===== config.mk =====
export PLATFORM = sky130hd
export DESIGN_NAME = user_id_controller_flat
export DESIGN_NICKNAME = d
export VERILOG_FILES = /design/src/rtl/user_id_controller_if.sv /design/src/rtl/user_id_controller.sv /design/src/flat_wrapper.sv
export SDC_FILE = /design/constraint.sdc
export NUM_CORES = 1
export LEC_CHECK = 0
export ABC_CLOCK_PERIOD_IN_PS = 2500
export CAP_MARGIN = 25
export CORE_MARGIN = 5
export CORE_UTILIZATION = 57
export CTS_CLUSTER_DIAMETER = 80
export DETAILED_ROUTE_END_ITERATION = 8
export PLACE_DENSITY = 0.79
export RECOVER_POWER = 50
export SYNTH_ARGS = -nofsm -noshare
export SYNTH_HDL_FRONTEND = slang
export SYNTH_SLANG_ARGS = --single-unit

===== constraint.sdc =====
create_clock -name clk -period 2.5 [get_ports clk]
set_input_delay 0.375 -clock clk [delete_from_list [all_inputs] [get_ports clk]]
set_output_delay 0.375 -clock clk [all_outputs]
set_load 0.05 [all_outputs]

===== src/rtl/user_id_controller_if.sv =====
// Keypad, ROM and status signals of the user-ID front end.
// The controller takes the slave side; the keypad/ROM/password side takes the master side.
interface user_id_controller_if;
  logic       Game_Enter;
  logic [3:0] User_digit;
  logic       LogOut;
  logic [3:0] rom_q;
  logic [4:0] rom_addr;
  logic       Matched_ID;
  logic [4:0] Internal_ID;
  logic       ID_Fail;
  logic       Locked;
  logic       Busy;

  modport slave (
    input  Game_Enter, User_digit, LogOut, rom_q,
    output rom_addr, Matched_ID, Internal_ID, ID_Fail, Locked, Busy
  );

  modport master (
    output Game_Enter, User_digit, LogOut, rom_q,
    input  rom_addr, Matched_ID, Internal_ID, ID_Fail, Locked, Busy
  );
endinterface


===== src/rtl/user_id_controller.sv =====
// Collects a 4-digit user ID, scans the ID ROM nibble by nibble and reports match/fail.
// Match on entry k lands E*(k+1) cycles after the 4th digit; three straight fails lock the keypad.
module user_id_controller #(
  parameter int NUM_USERS   = 8,
  parameter int ROM_LAT     = 2,
  parameter int LOCK_CYCLES = 16
) (
  input logic                  clk,
  input logic                  rst,
  user_id_controller_if.slave  bus
);

  localparam int WAIT_W = $clog2(ROM_LAT + 1);
  localparam int LOCK_W = $clog2(LOCK_CYCLES + 1);
  localparam logic [WAIT_W-1:0] WAIT_LAST = WAIT_W'(ROM_LAT - 1);
  localparam logic [LOCK_W-1:0] LOCK_LAST = LOCK_W'(LOCK_CYCLES);
  localparam logic [2:0]        K_LAST    = 3'(NUM_USERS - 1);
  localparam logic [15:0]       EMPTY_ID  = 16'hFFFF;

  typedef enum logic [2:0] {
    S_DIGITS,
    S_FETCH,
    S_WAIT,
    S_CATCH,
    S_CHECK,
    S_MATCHED,
    S_LOCKED
  } state_t;

  state_t            state_q, state_d;
  logic [15:0]       id_buf_q, id_buf_d;
  logic [15:0]       rom_buf_q, rom_buf_d;
  logic [1:0]        dcnt_q, dcnt_d;
  logic [1:0]        fails_q, fails_d;
  logic [2:0]        k_q, k_d;
  logic [1:0]        n_q, n_d;
  logic [WAIT_W-1:0] wcnt_q, wcnt_d;
  logic [LOCK_W-1:0] lcnt_q, lcnt_d;
  logic [4:0]        rom_addr_q, rom_addr_d;
  logic [4:0]        internal_id_q, internal_id_d;
  logic              matched_q, matched_d;
  logic              id_fail_q, id_fail_d;
  logic              locked_q, locked_d;
  logic              busy_q, busy_d;

  always_comb begin
    state_d       = state_q;
    id_buf_d      = id_buf_q;
    rom_buf_d     = rom_buf_q;
    dcnt_d        = dcnt_q;
    fails_d       = fails_q;
    k_d           = k_q;
    n_d           = n_q;
    wcnt_d        = wcnt_q;
    lcnt_d        = lcnt_q;
    rom_addr_d    = rom_addr_q;
    internal_id_d = internal_id_q;
    matched_d     = 1'b0;
    id_fail_d     = 1'b0;

    case (state_q)
      S_DIGITS: begin
        if (bus.Game_Enter) begin
          id_buf_d = {id_buf_q[11:0], bus.User_digit};
          dcnt_d   = dcnt_q + 2'd1;
          if (dcnt_q == 2'd3) begin
            dcnt_d  = 2'd0;
            k_d     = 3'd0;
            n_d     = 2'd0;
            state_d = S_FETCH;
          end
        end
      end

      S_FETCH: begin
        rom_addr_d = {k_q, n_q};
        wcnt_d     = '0;
        state_d    = S_WAIT;
      end

      S_WAIT: begin
        if (wcnt_q == WAIT_LAST) begin
          state_d = S_CATCH;
        end else begin
          wcnt_d = wcnt_q + 1'b1;
        end
      end

      S_CATCH: begin
        rom_buf_d = {rom_buf_q[11:0], bus.rom_q};
        if (n_q == 2'd3) begin
          state_d = S_CHECK;
        end else begin
          n_d     = n_q + 2'd1;
          state_d = S_FETCH;
        end
      end

      S_CHECK: begin
        // Empty slots hold FFFF, so an entered FFFF can never match one.
        if (rom_buf_q == id_buf_q && rom_buf_q != EMPTY_ID) begin
          matched_d     = 1'b1;
          internal_id_d = {k_q, 2'b00};
          fails_d       = 2'd0;
          state_d       = S_MATCHED;
        end else if (k_q < K_LAST) begin
          k_d     = k_q + 3'd1;
          n_d     = 2'd0;
          state_d = S_FETCH;
        end else begin
          id_fail_d = 1'b1;
          id_buf_d  = '0;
          if (fails_q == 2'd2) begin
            fails_d = 2'd0;
            lcnt_d  = '0;
            state_d = S_LOCKED;
          end else begin
            fails_d = fails_q + 2'd1;
            state_d = S_DIGITS;
          end
        end
      end

      S_MATCHED: begin
        if (bus.LogOut) begin
          internal_id_d = '0;
          id_buf_d      = '0;
          state_d       = S_DIGITS;
        end
      end

      S_LOCKED: begin
        // One extra cycle here lets ID_Fail show before Locked rises.
        if (lcnt_q == LOCK_LAST) begin
          state_d = S_DIGITS;
        end else begin
          lcnt_d = lcnt_q + 1'b1;
        end
      end

      default: state_d = S_DIGITS;
    endcase

    busy_d   = !(state_d == S_DIGITS || state_d == S_MATCHED);
    locked_d = (state_q == S_LOCKED) && (state_d == S_LOCKED);
  end

  always_ff @(posedge clk) begin
    if (rst) begin
      state_q       <= S_DIGITS;
      id_buf_q      <= '0;
      rom_buf_q     <= '0;
      dcnt_q        <= '0;
      fails_q       <= '0;
      k_q           <= '0;
      n_q           <= '0;
      wcnt_q        <= '0;
      lcnt_q        <= '0;
      rom_addr_q    <= '0;
      internal_id_q <= '0;
      matched_q     <= 1'b0;
      id_fail_q     <= 1'b0;
      locked_q      <= 1'b0;
      busy_q        <= 1'b0;
    end else begin
      state_q       <= state_d;
      id_buf_q      <= id_buf_d;
      rom_buf_q     <= rom_buf_d;
      dcnt_q        <= dcnt_d;
      fails_q       <= fails_d;
      k_q           <= k_d;
      n_q           <= n_d;
      wcnt_q        <= wcnt_d;
      lcnt_q        <= lcnt_d;
      rom_addr_q    <= rom_addr_d;
      internal_id_q <= internal_id_d;
      matched_q     <= matched_d;
      id_fail_q     <= id_fail_d;
      locked_q      <= locked_d;
      busy_q        <= busy_d;
    end
  end

  assign bus.rom_addr    = rom_addr_q;
  assign bus.Internal_ID = internal_id_q;
  assign bus.Matched_ID  = matched_q;
  assign bus.ID_Fail     = id_fail_q;
  assign bus.Locked      = locked_q;
  assign bus.Busy        = busy_q;

endmodule


===== src/flat_wrapper.sv =====
// flat-port wrapper written by rule: the top's interface ports become plain ports
module user_id_controller_flat 
#(
  parameter int NUM_USERS   = 8,
  parameter int ROM_LAT     = 2,
  parameter int LOCK_CYCLES = 16
)
  (clk, rst, bus_Game_Enter, bus_User_digit, bus_LogOut, bus_rom_q, bus_rom_addr, bus_Matched_ID, bus_Internal_ID, bus_ID_Fail, bus_Locked, bus_Busy);
  user_id_controller_if bus_i ();
  input logic clk;
  input logic rst;
  input wire logic [$bits(bus_i.Game_Enter)-1:0] bus_Game_Enter;
  input wire logic [$bits(bus_i.User_digit)-1:0] bus_User_digit;
  input wire logic [$bits(bus_i.LogOut)-1:0] bus_LogOut;
  input wire logic [$bits(bus_i.rom_q)-1:0] bus_rom_q;
  output wire logic [$bits(bus_i.rom_addr)-1:0] bus_rom_addr;
  output wire logic [$bits(bus_i.Matched_ID)-1:0] bus_Matched_ID;
  output wire logic [$bits(bus_i.Internal_ID)-1:0] bus_Internal_ID;
  output wire logic [$bits(bus_i.ID_Fail)-1:0] bus_ID_Fail;
  output wire logic [$bits(bus_i.Locked)-1:0] bus_Locked;
  output wire logic [$bits(bus_i.Busy)-1:0] bus_Busy;
  assign bus_i.Game_Enter = bus_Game_Enter;
  assign bus_i.User_digit = bus_User_digit;
  assign bus_i.LogOut = bus_LogOut;
  assign bus_i.rom_q = bus_rom_q;
  assign bus_rom_addr = bus_i.rom_addr;
  assign bus_Matched_ID = bus_i.Matched_ID;
  assign bus_Internal_ID = bus_i.Internal_ID;
  assign bus_ID_Fail = bus_i.ID_Fail;
  assign bus_Locked = bus_i.Locked;
  assign bus_Busy = bus_i.Busy;
  user_id_controller #(.NUM_USERS(NUM_USERS), .ROM_LAT(ROM_LAT), .LOCK_CYCLES(LOCK_CYCLES)) u_core (.clk(clk), .rst(rst), .bus(bus_i));
endmodule

After elaboration in Yosys (flattened, before gate mapping)
Index checks and enable logic that the tools add are counted.

word-level totals
  flip-flop bits (word level) = 65
  bits of input ports = 12
  output and inout bits = 14
  logic and storage cells = 114

operators by class
  $add $sub $neg = 6
  order comparisons = 1
  equal/unequal tests = 27
  multiplexer cells = 42
  bitwise logic cells = 1
  reduce and logical (&&, ||, !) cells = 22

operators with widths
  kind                                                  number
  2-to-1 mux 16 bit                                     4
  case mux 16 bit (3 select lines)                      1
  2-to-1 mux 3 bit                                      13
  2-to-1 mux 5 bit                                      6
  case mux 3 bit (7 select lines)                       1
  2-to-1 mux 2 bit                                      10
  case mux 5 bit (2 select lines)                       2
  equality test 16 bit                                  1
  != test 16 bit (second input constant)                1
  equality test 3 bit (second input constant)           5
  AND reduction 5 bit                                   3
  != test 2 bit (second input constant)                 7
  != test 2 x 1 -> 1 bit (second input constant)        5
  adder 2 x 1 -> 2 bit (second input constant)          4
  nonzero test 2 bit                                    4
  equality test 2 bit (second input constant)           3
  equality test 3 x 2 -> 1 bit (second input constant)  2
  zero test 3 bit                                       2
  case mux 2 bit (3 select lines)                       1
  case mux 3 bit (2 select lines)                       1
  AND reduction 2 bit                                   3
  AND reduction 6 bit                                   1
  nonzero test 3 bit                                    2
  adder 5 x 1 -> 5 bit (second input constant)          1
  other kinds (14)                                      16

Depth between registers and ports, before layout
Gate-level depths: netlist of run 1.

  depth after elaboration = 8
  depth in mapped cells = 8
  gate-level depth less buffers = 7

Worst setup path after synthesis of run 1
OpenSTA, ideal clock, no wires.

  path type = flip-flop to flip-flop
  start = register u_core.rom_buf_q[8]
  end = register u_core.busy_q (netlist: u_core.bus.Busy)
  setup time = 0.122 ns
  data arrival time = 1.654 ns
  data required time = 2.378 ns
  setup slack = 0.724 ns
  stages on the path, launching flop included = 7
  path buffers = 0
  clock period less this slack = 1.776 ns
  cells stage by stage = dfxtp_1 > xnor2_1 > nand4_1 > nor3_4 > a21oi_2 > o31a_1 > a311o_1

on the way
  word-level cells in the longest chain between the ends = 7
  elaborated cells on any way between the ends = 9
  those cells by class = eq/ne: 3; mux: 2; reduce/logical: 4

RTL lines
  item                                                           RTL line                   text
  start: declaration                                             user_id_controller.sv:32   logic [15:0] rom_buf_q, rom_buf_d;
  start signal: assignment                                       user_id_controller.sv:168  rom_buf_q <= rom_buf_d;
  equality test 16 bit / != test 16 bit (equally long branches)  user_id_controller.sv:101  if (rom_buf_q == id_buf_q && rom_buf_q != EMPTY_ID) begin
  logical AND 1 bit *                                            user_id_controller.sv:101
  2-to-1 mux 3 bit *                                             user_id_controller.sv:101
  case mux 3 bit (7 select lines) *                              user_id_controller.sv:61   case (state_q)
  equality test 3 bit / zero test 3 bit (equally long branches)  user_id_controller.sv:144  busy_d = !(state_d == S_DIGITS || state_d == S_MATCHED);
  logical OR 1 bit *                                             user_id_controller.sv:144
  zero test 1 bit *                                              user_id_controller.sv:144
  end signal: assignment                                         user_id_controller.sv:180  busy_q <= busy_d;
  end: declaration                                               user_id_controller.sv:44   logic busy_q, busy_d;

Every way passes the cells marked *; elsewhere a longest branch is shown, timed or not.
A chain may end at the register's enable or synchronous reset.

Worst setup path after layout of run 1
  start = register u_core.rom_buf_q[9]
  end = register u_core.k_q[2]

on the way
  word-level cells in the longest chain between the ends = 4
  elaborated cells on any way between the ends = 5
  those cells by class = eq/ne: 3; reduce/logical: 2

RTL lines
  item                                                           RTL line                   text
  equality test 16 bit / != test 16 bit (equally long branches)  user_id_controller.sv:101
  logical AND 1 bit *                                            user_id_controller.sv:101
  != test 2 bit (no line) *                                      -
  AND reduction 5 bit (no line) *                                -
  end signal: assignment                                         user_id_controller.sv:171  k_q <= k_d;
  end: declaration                                               user_id_controller.sv:35   logic [2:0] k_q, k_d;

Marks and branches as above.

==> metrics.yaml, run 1 <==
end_kind: "flop"
num_vias: 2444
mostFrequentLayoutCells: "dfxtp_1 (63), nand2_1 (49), a21oi_1 (28), clkdlybuf4s50_1 (20), nor2_1 (19)"
hold_end: "u_core.dcnt_q[1]"
drt_iter0_markers: 164
cts_sinks: 63
tritoncts: "built"
reg2reg_from: "u_core.rom_buf_q[9]"
netlist_instances: 319
rr_endpoint: "u_core.k_q[2]"
grt_first_pass_wirelength_um: 10600
die_h_um: 81.0
insertion_delay_ns: 0.33
hold_violations: 0
finalCritPeriodShare_pct: 85.0
path_clk_slew_ns: 0.07
fin_skew_ns: 0.00621
cts-buffers-inserted: 9
htreeDepth: 3
final.fill_count: 412
maxCapViolations: 0
setup_tns_ns: 0
final.setup.worst_slack_ns: 0.375
cp.arrival_ns: 2.32
drive_above_1_share_pct: 10.9
grt_max_degree: 28
hpwl_um: 4450
final_nets: 361
worstMarginPinSlew_ns: 1.22
syn_area_um2: 2870
ctsResizeCount: 0
drtAntennaViolNets: 0
p_leak_nw: 1.16
firstDrtPassIters: 4
rows: 25
post_drt_wl_per_cell_um: 15.5
reg2reg_slack_ns: 0.37
final_common_cell: "dfxtp_1"
peakVddDrop_v: 0.000460
start_kind: "flop"
area.growth.synth_to_final_pct: 15.8
core_area_um2: 4820
synth_enable_flop_cells: 0
grt_pass1_vias: 2256
cts_hold_buf: 0
whs_ns: 0.464
setup_viol_count_final: 0
critPathKind: "reg2reg"
antenna_found_initial: 0
final_max_slew_viol_count: 0
via_per_inst: 5.89
status: "finished clean"
path_max_fanout: 5
cts_root_buf: "clkbuf_8"
drc: 0
timing.fmax_mhz: 471
r2r_cells: 7
power_density_nw_per_um2: 616
place_ws_ns: 0.319
hold_path_class: "reg2reg"
clock_path_buffers: 2
io_pins: 26
min_period_ns: 2.13
crit_required_ns: 2.69
synthArstFlopShare_pct: 0
dieWidth_um: 81.0
synth-warning-count: 0
max-slew-margin-rel_pct: 18.4
totalWireLength_um: 6430
synth_cell_types: 60
place_congestion: 0.801
dieArea_um2: 6560
post_cts_buffers: 0
holdPathStages: 2
io_buffers: 23
ys_ff_latch: 63
rsz0062_at_grt: "false"
avgSynthCellArea_um2: 9.01
synthFlopType: "dfxtp_1"
start_util_pct: 59.7
hold_start: "u_core.dcnt_q[1]"
grt_overflow: 0
gr-usage-all-layers_pct: 21.1
antenna_cells: 0
ys_seq_area_share_pct: 43.9
==> metrics by stage <==
stage                     util, %  cell area, um2  cells  total power, W
after global routing         69.1            3330    415         0.00213
after CTS                    69.5            3350    415         0.00207
final                        69.1            3330    415         0.00205
after global placement       65.1            3140    399         0.00117
after floorplan                 -            2880    320         0.00113
after detailed placement     65.1            3140    399         0.00117
==> Yosys cell counts (2+ instances only) <==
cell / count / area share (%)
a21oi_1: 28 / 4.9
a22o_1: 9 / 2.7
a22o_2: 7 / 2.4
and3_1: 4 / 0.87
buf_1: 2 / 0.26
buf_2: 2 / 0.35
buf_4: 2 / 0.52
buf_6: 2 / 0.78
clkbuf_1: 9 / 1.2
dfxtp_1: 63 / 44
ha_1: 6 / 2.6
inv_1: 10 / 1.3
mux2i_1: 5 / 1.7
nand2_1: 49 / 6.4
nand3_1: 11 / 1.9
nand4_1: 12 / 2.6
nand4b_1: 2 / 0.61
nor2_1: 19 / 2.5
nor2b_1: 3 / 0.65
nor3_1: 5 / 0.87
nor4_1: 2 / 0.44
nor4bb_1: 2 / 0.70
o21ai_0: 8 / 1.4
o41ai_1: 3 / 0.91
or3_1: 2 / 0.44
xnor2_1: 17 / 5.2
xor2_1: 2 / 0.61
==> sequential cells by signal (all words and copies together) (netlist names) <==
name                    count
u_core.bus.Matched_ID       1
u_core.bus.Locked           1
u_core.state_q              3
u_core.lcnt_q               5
u_core.rom_buf_q           16
u_core.k_q                  3
u_core.dcnt_q               2
u_core.wcnt_q               2
u_core.bus.ID_Fail          1
u_core.bus.Busy             1
u_core.id_buf_q            16
u_core.bus.rom_addr         5
u_core.fails_q              2
u_core.n_q                  2
u_core.bus.Internal_ID      3
==> critical path, cell delays in order, from the launching register on <==
cell and delay (ns):
dfxtp_1 0.41, nand4_1 0.12, nor4_1 0.46, nor3_4 0.11
clkbuf_1 0.16, and3_2 0.27, o41ai_1 0.35, a21oi_1 0.10
==> worst max-delay path by stage <==
stage                   startpoint                 end  slack, ns  cells after the start
6_report       u_core.rom_buf_q[9]       u_core.k_q[2]       0.37                      7
5_1_grt        u_core.rom_buf_q[9]       u_core.k_q[2]       0.21                      7
4_1_cts        u_core.rom_buf_q[6]  u_core.id_buf_q[8]       0.38                      6
3_5_place_dp            bus_LogOut     u_core.bus.Busy       0.32                      6
3_3_place_gp            bus_LogOut     u_core.bus.Busy       0.36                      6
2_1_floorplan  u_core.rom_buf_q[8]     u_core.bus.Busy       0.72                      6
==> layout make-up <==
cell class	instances	area [um2]	share of cell area [%]
clock buffers	13	169	5.08
repair buffers	30	270	8.12
flip-flops and latches	63	1260	37.9
clock inverters	3	40.0	1.20
multi-input cells	229	1470	44.0
inverters	10	37.5	1.13
well taps	67	83.8	2.52
==> report_power, final <==
group	switching [W]	internal, W	total (W)	leakage, nW
Sequential	0.0000105	0.00102	0.00103	0.509
Combinational	0.0000755	0.0000472	0.000123	0.541
Clock	0.000363	0.000539	0.000902	0.109
Total	0.000449	0.00160	0.00205	1.16
==> cell families (layout without fill, tap and decap cells) <==
group / count (synthesis) / after routing / share of synthesized area, %
muxes: 5 / 5 / 1.74
adders and majority gates: 6 / 6 / 2.61
DFF: 63 / 63 / 43.9
and+or+nand+nor: 124 / 124 / 22.5
buffers and inverters: 28 / 56 / 4.88
AOI/OAI and AO/OA: 73 / 73 / 18.5
xor gates and xnor gates: 19 / 19 / 5.79
other: 1 / 2 / 0.130
==> per-layer routing <==
metal | GRT usage, % | vias to the layer above | wire length, um | share of wire (%)
li1 | - | 1186 | - | -
met1 | 26.7 | 1176 | 2830 | 44
met2 | 33.9 | 74 | 3160 | 49
met3 | 6.65 | 8 | 388 | 6.0
met4 | 7.43 | 0 | 56 | 0.87
met5 | 0 | - | 0 | 0
(Power assumes the default switching activity.)
==> run 2, diff against run 1 <==
CELL_PAD_IN_SITES_DETAIL_PLACEMENT = 0   (was not set)
CELL_PAD_IN_SITES_GLOBAL_PLACEMENT = 1   (was not set)
CORE_UTILIZATION = 43   (was 57)
PLACE_DENSITY = not set   (was 0.79)
PLACE_DENSITY_LB_ADDON = 0.1   (was not set)
==> run 2 against run 1 <==
  * Routed wire length up 2.0%
  * Count of clock-buffer cells in the layout down 4
  * Flip-flop and latch count unchanged
  * Final area down 0.75%
  * Critical path depth down 3
  * Highest routed layer unchanged
  * Critical endpoint is now u_core.bus.rom_addr[4]
  * Register-to-register slack better by 0.02 ns
  * Clock power down 14%
  * Via count down 6.4%
  * Largest cell class unchanged
  * Global-route usage down 4.4 points
==> metrics.yaml, run 2 (synthesis results as in run 1) <==
status: "finished clean"  # unchanged
dieWidth_um: 91.8  # was 81.0 um
drive_above_1_share_pct: 11.2  # was 10.9%
power_density_nw_per_um2: 581  # was 616 nW/um2
cts_root_buf: "clkbuf_8"  # unchanged
start_util_pct: 44.7  # was 59.7%
cts_hold_buf: 0  # unchanged
io_pins: 26  # unchanged
r2r_cells: 4  # was 7
insertion_delay_ns: 0.34  # was 0.33 ns
drt_iter0_markers: 116  # was 164
cts_sinks: 63  # unchanged
setup_tns_ns: 0  # unchanged
cp.arrival_ns: 2.33  # was 2.32 ns
dieArea_um2: 8420  # was 6560 um2
path_max_fanout: 11  # was 5
via_per_inst: 5.39  # was 5.89
grt_pass1_vias: 2226  # was 2256
die_h_um: 91.8  # was 81.0 um
htreeDepth: 3  # unchanged
post_cts_buffers: 0  # unchanged
hold_path_class: "in2reg"  # was reg2reg
combPwrFrac_pct: 6.2  # was 6.0%
rsz0062_at_grt: "false"  # unchanged
tritoncts: "built"  # unchanged
drtAntennaViolNets: 0  # unchanged
setup_viol_count_final: 0  # unchanged
post_drt_wl_per_cell_um: 15.5  # about the same
timing.fmax_mhz: 474  # was 471 MHz
drc: 0  # unchanged
sw_frac_of_total_pct: 26.0  # was 21.9%
seqPwrFrac_pct: 53.4  # was 50.0%
start_kind: "flop"  # unchanged
final_common_cell: "dfxtp_1"  # unchanged
clock_path_buffers: 2  # unchanged
maxCapViolations: 0  # unchanged
power_switching_w: 0.000499  # was 0.000449 W
worstMarginPinSlew_ns: 1.23  # was 1.22 ns
ctsResizeCount: 0  # unchanged
grt_max_degree: 36  # was 28
final_max_slew_viol_count: 0  # unchanged
cts-buffers-inserted: 9  # unchanged
totalWireLength_um: 6560  # was 6430 um
rows: 29  # was 25
max-slew-margin-rel_pct: 18.0  # was 18.4%
p_leak_nw: 1.14  # was 1.16 nW
final_area_um2: 3300  # was 3330 um2
pwr-share-clk_pct: 40.3  # was 44.0%
core_area_um2: 6420  # was 4820 um2
place_congestion: 0.780  # was 0.801
grt_first_pass_wirelength_um: 11200  # was 10600 um
antenna_cells: 0  # unchanged
total_power_w: 0.00192  # was 0.00205 W
mostFrequentLayoutCells: "dfxtp_1 (63), nand2_1 (49), a21oi_1 (29), nor2_1 (19), clkdlybuf4s50_1 (19)"  # was dfxtp_1 (63), nand2_1 (49), a21oi_1 (28), clkdlybuf4s50_1 (20), nor2_1 (19)
num_vias: 2287  # was 2444
holdPathStages: 2  # unchanged
min_period_ns: 2.11  # was 2.13 ns
io_buffers: 23  # unchanged
area.growth.synth_to_final_pct: 14.9  # was 15.8%
largestRegisters: "u_core.id_buf_q (16), u_core.rom_buf_q (16)"  # unchanged
grt_overflow: 0  # unchanged
peakVddDrop_v: 0.000372  # was 0.000460 V
finalCritPeriodShare_pct: 84.3  # was 85.0%
antenna_found_initial: 0  # unchanged
hold_violations: 0  # unchanged
crit_required_ns: 2.72  # was 2.69 ns
final_nets: 360  # was 361
gr-usage-all-layers_pct: 16.7  # was 21.1%
placed_area_um2: 3140  # about the same
end_kind: "flop"  # unchanged
hpwl_um: 4620  # was 4450 um
firstDrtPassIters: 4  # unchanged
path_clk_slew_ns: 0.07  # about the same
critPathKind: "reg2reg"  # unchanged
fin_skew_ns: 0.00729  # was 0.00621 ns
internal_power_w: 0.00142  # was 0.00160 W
-- run 2: through the flow --
step,setup slack [ns],instances,hold WS [ns],util [%]
floorplan,0.724,320,0.440,-
global placement,0.254,408,0.450,48.9
detailed placement,0.283,408,0.462,48.9
CTS,0.389,424,0.395,51.6
global route,0.178,424,0.416,51.4
finish,0.391,424,0.406,51.4
-- run 2: worst paths after layout --
check	endpoint	startpoint	slack, ns
worst max-delay path	u_core.bus.rom_addr[4]	u_core.state_q[2]	0.39
worst min-delay path	u_core.bus.Locked	rst	0.41
worst max register to register	u_core.bus.rom_addr[4]	u_core.state_q[2]	0.39
worst min register to register	u_core.dcnt_q[1]	u_core.dcnt_q[1]	0.47
-- run 2: final cells by class --
class | instances | area (um2)
clock inverters | 7 | 48.8
inverters | 10 | 37.5
fillers | 627 | 3120
flip-flops and latches | 63 | 1260
clock buffers | 9 | 124
well taps | 77 | 96.3
multi-input cells | 229 | 1470
repair buffers | 29 | 267
-- run 2: critical path: stages, from the launching register on --
cell      delay (ns)
dfxtp_1         0.42
clkbuf_1        0.24
nor3b_1         1.01
mux2i_1         0.28
nor2_1          0.05
-- run 2: power groups by stage --
stage	clock network, W	logic (W)	registers (W)
2_1_floorplan	0	0.0000871	0.00105
3_3_place_gp	0	0.000120	0.00105
3_5_place_dp	0	0.000122	0.00105
4_1_cts	0.000799	0.000122	0.00103
5_1_grt	0.000857	0.000132	0.00103
6_report	0.000774	0.000120	0.00103
-- run 2: routing by layer --
metal	GRT usage, %	part of all wire (%)	vias to the layer above
met5	0	0	-
met4	8.17	2.0	0
met3	2.95	2.7	12
met2	24.2	44	34
met1	24.0	52	1059
li1	-	-	1182
